File: config.mk
export PLATFORM = sky130hd
export DESIGN_NAME = ghost_dir_gen
export DESIGN_NICKNAME = d
export VERILOG_FILES = /design/src/rtl/ghost_dir_gen.sv
export SDC_FILE = /design/constraint.sdc
export NUM_CORES = 1
export LEC_CHECK = 0
export ABC_AREA = 1
export ABC_CLOCK_PERIOD_IN_PS = 2200
export BUFFER_PORTS_ARGS = -buffer_cell sky130_fd_sc_hd__buf_2
export CAP_MARGIN = 20
export CORE_ASPECT_RATIO = 1.25
export CORE_MARGIN = 2
export CORE_UTILIZATION = 43
export DETAILED_ROUTE_END_ITERATION = 8
export GPL_TIMING_DRIVEN = 0
export HOLD_SLACK_MARGIN = 0.02
export PLACE_DENSITY = 0.67
export SETUP_SLACK_MARGIN = 0.15
export SYNTH_ARGS = -nofsm -noshare
export SYNTH_HDL_FRONTEND = slang
export SYNTH_SLANG_ARGS = --single-unit
File: constraint.sdc
create_clock -name frame_clk -period 2.2 [get_ports frame_clk]
set_clock_uncertainty 0.05 [all_clocks]
set_input_delay 0.22 -clock frame_clk [delete_from_list [all_inputs] [get_ports frame_clk]]
set_output_delay 0.22 -clock frame_clk [all_outputs]
set_load 0.02 [all_outputs]
File: src/rtl/ghost_dir_gen.sv
`default_nettype none
// ============================================================================
// Module      : ghost_dir_gen
// Description : Per-frame ghost direction generator. Holds a direction for a
//               fixed number of frames, re-decides on walls or expiry, and
//               alternates between SCATTER (pseudo-random) and CHASE
//               (steer toward pacman) modes on one-second pulses.
// Revision    : 1.0 - initial release
// ============================================================================
module ghost_dir_gen #(
  parameter int          HOLD_FRAMES  = 16,
  parameter int          SCATTER_SECS = 7,
  parameter int          CHASE_SECS   = 20,
  parameter logic [15:0] LFSR_SEED    = 16'hACE1
) (
  input  logic       frame_clk,
  input  logic       Reset,
  input  logic       restart,
  input  logic       sec,
  input  logic [9:0] ghostX,
  input  logic [9:0] ghostY,
  input  logic [9:0] pacX,
  input  logic [9:0] pacY,
  input  logic [4:0] mapL,
  input  logic [4:0] mapR,
  input  logic [4:0] mapB,
  input  logic [4:0] mapT,
  output logic [7:0] randomkeycode,
  output logic       chase
);

  localparam logic [7:0] c_KEY_NONE = 8'h00;
  localparam logic [7:0] c_KEY_L    = 8'h04;
  localparam logic [7:0] c_KEY_R    = 8'h07;
  localparam logic [7:0] c_KEY_D    = 8'h16;
  localparam logic [7:0] c_KEY_U    = 8'h1A;

  localparam logic [0:0] c_ST_SCATTER = 1'b0;
  localparam logic [0:0] c_ST_CHASE   = 1'b1;

  localparam int c_HW   = (HOLD_FRAMES > 1) ? $clog2(HOLD_FRAMES) : 1;
  localparam int c_SMAX = (SCATTER_SECS > CHASE_SECS) ? SCATTER_SECS : CHASE_SECS;
  localparam int c_SW   = (c_SMAX > 1) ? $clog2(c_SMAX) : 1;

  localparam logic [c_HW-1:0] c_HOLD_INIT  = c_HW'(HOLD_FRAMES - 1);
  localparam logic [c_SW-1:0] c_SCAT_LAST  = c_SW'(SCATTER_SECS - 1);
  localparam logic [c_SW-1:0] c_CHASE_LAST = c_SW'(CHASE_SECS - 1);

  logic [15:0]     r_lfsr;
  logic [7:0]      r_code;
  logic [c_HW-1:0] r_hold;
  logic [0:0]      r_state;
  logic [c_SW-1:0] r_sec_cnt;
  logic            r_force;
  logic            r_waiver;

  logic [15:0] w_lfsr_nxt;
  logic        w_cur_valid;
  logic [1:0]  w_cur_idx;
  logic [3:0]  w_open;
  logic [3:0]  w_rev_mask;
  logic [3:0]  w_cand;
  logic        w_decide;
  logic        w_flip;
  logic [2:0]  w_scat;
  logic [10:0] w_dx, w_dy, w_adx, w_ady;
  logic        w_prim_ok, w_sec_ok;
  logic [1:0]  w_prim_idx, w_sec_idx;
  logic        w_choice_ok;
  logic [1:0]  w_choice_idx;
  logic [7:0]  w_choice;

  // First candidate found scanning upward (mod 4) from start; {found, index}.
  function automatic logic [2:0] f_scatter(input logic [3:0] cand, input logic [1:0] start);
    logic [2:0] res;
    logic [1:0] idx;
    res = 3'b000;
    for (int k = 3; k >= 0; k--) begin
      idx = start + 2'(k);
      if (cand[idx]) res = {1'b1, idx};
    end
    return res;
  endfunction

  function automatic logic [7:0] f_code(input logic [1:0] idx);
    case (idx)
      2'd0:    return c_KEY_L;
      2'd1:    return c_KEY_R;
      2'd2:    return c_KEY_D;
      default: return c_KEY_U;
    endcase
  endfunction

  // Next LFSR value; the lock-up state recovers by reloading the seed.
  always_comb begin
    if (r_lfsr == 16'h0000) w_lfsr_nxt = LFSR_SEED;
    else                    w_lfsr_nxt = {r_lfsr[14:0], r_lfsr[15] ^ r_lfsr[13] ^ r_lfsr[12] ^ r_lfsr[10]};
  end

  // Map the held key code back to a direction index.
  always_comb begin
    w_cur_valid = 1'b1;
    w_cur_idx   = 2'd0;
    case (r_code)
      c_KEY_L: w_cur_idx = 2'd0;
      c_KEY_R: w_cur_idx = 2'd1;
      c_KEY_D: w_cur_idx = 2'd2;
      c_KEY_U: w_cur_idx = 2'd3;
      default: w_cur_valid = 1'b0;
    endcase
  end

  assign w_open     = {mapT == 5'd0, mapB == 5'd0, mapR == 5'd0, mapL == 5'd0};
  // Reverse pairs differ only in bit 0 of the index (L/R, D/U).
  assign w_rev_mask = w_cur_valid ? (4'b0001 << (w_cur_idx ^ 2'd1)) : 4'b0000;
  // Reversing is allowed when it is the only way out or right after a mode change.
  assign w_cand     = (!r_waiver && (|(w_open & ~w_rev_mask))) ? (w_open & ~w_rev_mask) : w_open;

  assign w_decide = (r_hold == '0) | ~w_cur_valid | ~w_open[w_cur_idx] | r_force;
  assign w_flip   = sec & ((r_state == c_ST_CHASE) ? (r_sec_cnt == c_CHASE_LAST)
                                                   : (r_sec_cnt == c_SCAT_LAST));
  assign w_scat   = f_scatter(w_cand, w_lfsr_nxt[1:0]);

  assign w_dx  = {1'b0, pacX} - {1'b0, ghostX};
  assign w_dy  = {1'b0, pacY} - {1'b0, ghostY};
  assign w_adx = w_dx[10] ? (11'd0 - w_dx) : w_dx;
  assign w_ady = w_dy[10] ? (11'd0 - w_dy) : w_dy;

  // Rank the two axes toward pacman; larger offset first, ties go horizontal.
  always_comb begin
    w_prim_ok  = 1'b0;
    w_prim_idx = 2'd0;
    w_sec_ok   = 1'b0;
    w_sec_idx  = 2'd0;
    if ((w_dx != 11'd0) && (w_adx >= w_ady)) begin
      w_prim_ok  = 1'b1;
      w_prim_idx = w_dx[10] ? 2'd0 : 2'd1;
      w_sec_ok   = (w_dy != 11'd0);
      w_sec_idx  = w_dy[10] ? 2'd3 : 2'd2;
    end else if (w_dy != 11'd0) begin
      w_prim_ok  = 1'b1;
      w_prim_idx = w_dy[10] ? 2'd3 : 2'd2;
      w_sec_ok   = (w_dx != 11'd0);
      w_sec_idx  = w_dx[10] ? 2'd0 : 2'd1;
    end
  end

  // Pick the next direction: chase preferences first, random scan as fallback.
  always_comb begin
    w_choice_ok  = w_scat[2];
    w_choice_idx = w_scat[1:0];
    if (r_state == c_ST_CHASE) begin
      if (w_prim_ok && w_cand[w_prim_idx]) begin
        w_choice_ok  = 1'b1;
        w_choice_idx = w_prim_idx;
      end else if (w_sec_ok && w_cand[w_sec_idx]) begin
        w_choice_ok  = 1'b1;
        w_choice_idx = w_sec_idx;
      end
    end
    w_choice = w_choice_ok ? f_code(w_choice_idx) : c_KEY_NONE;
  end

  // Free-running LFSR; restart deliberately leaves it alone.
  always_ff @(posedge frame_clk or posedge Reset) begin
    if (Reset) r_lfsr <= LFSR_SEED;
    else       r_lfsr <= w_lfsr_nxt;
  end

  // Mode FSM counting second pulses in the current mode.
  always_ff @(posedge frame_clk or posedge Reset) begin
    if (Reset) begin
      r_state   <= c_ST_SCATTER;
      r_sec_cnt <= '0;
    end else if (restart) begin
      r_state   <= c_ST_SCATTER;
      r_sec_cnt <= '0;
    end else if (w_flip) begin
      r_state   <= (r_state == c_ST_CHASE) ? c_ST_SCATTER : c_ST_CHASE;
      r_sec_cnt <= '0;
    end else if (sec) begin
      r_sec_cnt <= r_sec_cnt + 1'b1;
    end
  end

  // Direction register, hold timer and the force/waiver flags.
  always_ff @(posedge frame_clk or posedge Reset) begin
    if (Reset) begin
      r_code   <= c_KEY_NONE;
      r_hold   <= '0;
      r_force  <= 1'b1;
      r_waiver <= 1'b0;
    end else if (restart) begin
      r_code   <= c_KEY_NONE;
      r_hold   <= '0;
      r_force  <= 1'b1;
      r_waiver <= 1'b0;
    end else begin
      if (w_decide) begin
        r_code   <= w_choice;
        r_hold   <= c_HOLD_INIT;
        r_force  <= 1'b0;
        r_waiver <= 1'b0;
      end else if (r_hold != '0) begin
        r_hold <= r_hold - 1'b1;
      end
      // A mode change wins over a same-frame decision so the new mode decides next frame.
      if (w_flip) begin
        r_force  <= 1'b1;
        r_waiver <= 1'b1;
      end
    end
  end

  assign randomkeycode = r_code;
  assign chase         = (r_state == c_ST_CHASE);

endmodule
`default_nettype wire

==> metrics.cfg <==
[run_status]
status=complete, but fails checks
violations=setup timing

[power]
vdd_ir_drop_max_uv=329
p_per_area_nw_per_um2=640
p_total_uw=3440
p_leak_uw=0.00294

[route]
initialDrtViolationCount=200
wirelength_um=9310
via_count=4233
final_antenna_net_count=0
vias_per_cell=4.82
first_pass_iters=4
drc_errors=0
routedWlPerCell_um=10.6

[finish]
drive_above_1_share_pct=30.6
multi_input_area_um2=2980
area_growth_pct=31.7
seq_area_um2=837
diodes=0
n_fill_cell=896
nets=856
final_cells=879

[synth]
netlist_area_um2=4080
yosys_warnings=0
syn_inst=649
ys_seq_area_share_pct=20.5
synth_cell_types=44
synth-seq-cells=33
postSynth.asyncResetShare_pct=100
synth_edf_count=0
syn_area_per_cell_um2=6.28
synth_ff_type=dfrtp_1

[timing]
fmax_mhz=257
rsz0062_at_grt=yes
period_minus_slack_ns=3.89
setup_viol=5
fin_ws_ns=-1.69
hold_violations=0
maxSlewViolCount=0
period_share_pct=177

[clock_network]
cts_made_buffers=5
cts_tree=done
cts-root-buf=clkbuf_16
clock_latency_ns=0.27
cts.sinks=33
clkTransAtPathRegs_ns=0.05
htree_levels=2
clk_path_buf_depth=2

[die]
num_rows=39
die_h_um=113
dieArea_um2=10300
die_w_um=91.1
core_um2=9170
start_util_pct=44.5
pin_count=73

[critical_path]
arrival_ns=4.00
critPathMaxFanout=6
critPathRequiredTime_ns=2.31
criticalPathCategory=in -> reg
critPathLaunchType=input pin
endpoint_kind=flip-flop

[run]
maxCapViolCount=0

[grt]
grt_pass1_vias=4169
grt_use_total_pct=18.0
grt_pass1_wl_um=16100
antenna_found_initial=0
overflow=0
grt_max_degree=24

[placed_design]
gp_congestion=0.849
place_inst=844
hpwlAfterDp_um=7190
port_buffers=69

[min_path]
hold_path_class=in -> reg

registers in the layout, indices dropped and copies added, names as in the netlist:
register / flops
r_waiver: 1
r_lfsr: 16
r_hold: 4
r_sec_cnt: 5
chase: 1
r_force: 1
randomkeycode: 5
path summary, 6_finish.rpt:
| path | start | to | slack (ns) | cells after the start |
|---|---|---|---|---|
| max | pacY[0] | randomkeycode[2] | -1.69 | 28 |
| max reg2reg | r_lfsr[0] | randomkeycode[2] | -0.36 | 17 |
| max in group asynchronous | Reset | r_force | 1.09 | 4 |
| min reg2reg | r_hold[0] | r_hold[0] | 0.40 | 1 |
| min | sec | r_sec_cnt[1] | 0.17 | 3 |
| min in group asynchronous | Reset | r_lfsr[8] | 0.47 | 3 |
stage by stage:
step | utilization [%] | hold slack, ns | TNS, ns | setup WS [ns] | area (um2)
4_1_cts | 56.6 | 0.162 | -7.99 | -1.63 | 5190
5_1_grt | 58.6 | 0.169 | -9.46 | -1.93 | 5370
3_5_place_dp | 51.1 | 0.203 | -10.53 | -2.17 | 4690
2_1_floorplan | - | 0.233 | -7.36 | -1.54 | 4160
3_3_place_gp | 50.8 | 0.392 | -10.06 | -2.08 | 4660
6_report | 58.6 | 0.166 | -8.25 | -1.69 | 5370
synth_stat cells (all sizes together), types with 5 or more instances:
library cell / number / area, um2
ha: 35 / 438
clkbuf: 8 / 30.0
nand2: 204 / 838
inv: 135 / 507
xor2: 14 / 123
dfstp: 9 / 236
nor2: 52 / 243
o21ai: 14 / 73.8
nand3b: 6 / 45.0
nor4: 6 / 43.8
a21oi: 21 / 109
nand4: 21 / 138
nor3: 8 / 45.0
xnor2: 10 / 87.6
nand3: 61 / 350
dfrtp: 24 / 601
buf: 5 / 38.8
placed cells by master, fill, tap and decap left out, drive strengths merged:
master	n
a211o	1
a211oi	1
a21oi	21
buf	101
bufinv	1
clkbuf	14
clkinv	2
clkinvlp	1
conb	3
dfrtp	24
dfstp	9
dlygate4sd3	1
fa	2
ha	35
inv	135
nand2	204
nand3	61
nand3b	6
nand4	21
nor2	52
nor3	8
nor3b	1
nor4	6
o211ai	1
o21ai	14
o21bai	1
o221ai	1
o22ai	2
o31ai	2
or2	1
xnor2	10
xor2	14
worst max-delay path: stages:
cell	delay (ns)
buf_8	0.08
inv_8	0.03
ha_4	0.15
fa_2	0.57
nand2_2	0.06
nor2_2	0.10
nand4_1	0.11
nand3b_1	0.21
o31ai_2	0.28
xor2_1	0.17
inv_1	0.09
ha_4	0.28
nand2_4	0.05
inv_4	0.05
nand3_2	0.04
a211o_1	0.24
nand4_1	0.20
nand2_4	0.15
buf_6	0.15
nor2_4	0.11
o21ai_4	0.07
buf_4	0.14
nand3b_1	0.07
nand4_1	0.11
nand2_2	0.11
nand2_1	0.05
nand2_1	0.06
nand2_1	0.05
logic make-up (layout without fill, tap and decap cells):
family	Yosys count	in the layout	synth area share, %
AND/OR/NAND/NOR	360	360	42.1
flip-flops	33	33	20.5
AO/OA/AOI/OAI	44	44	6.14
adder cells (fa/ha/maj)	37	37	11.7
XOR/XNOR	24	24	5.15
buffers and inverters	150	255	14.3
other	1	3	0.0919
report_power, final:
part | total [uW] | switching, uW | internal (uW) | leakage, uW
Sequential | 645 | 18.6 | 626 | 0.000393
Combinational | 1990 | 1130 | 856 | 0.00247
Clock | 807 | 243 | 564 | 0.0000831
what timing repair did:
item                                   in CTS  in global routing
hold buffers                                1                  0
endpoints found under the hold margin       6                  0
cloned                                      0                  0
pin swaps                                  48                 29
buffers inserted                           19                  7
gates resized for setup                    39                 35
setup endpoints to repair                   6                  7
per-layer routing:
metal | global-route usage [%] | vias to the layer above | share of wire (%)
li1 | - | 2241 | -
met1 | 20.8 | 1887 | 44
met2 | 34.9 | 97 | 51
met3 | 2.66 | 8 | 4.4
met4 | 3.74 | 0 | 0.62
met5 | 0 | - | 0
layout make-up:
cell class / count / share of cell area (%)
multi-input combinational: 468 / 55.5
sequential: 33 / 15.6
timing repair buffer: 97 / 11.4
inverter: 137 / 9.94
tap: 123 / 2.86
clock buffer: 6 / 2.58
buffer: 13 / 1.40
clock inverter: 2 / 0.698
No activity file was read; power rests on OpenSTA's default activity.
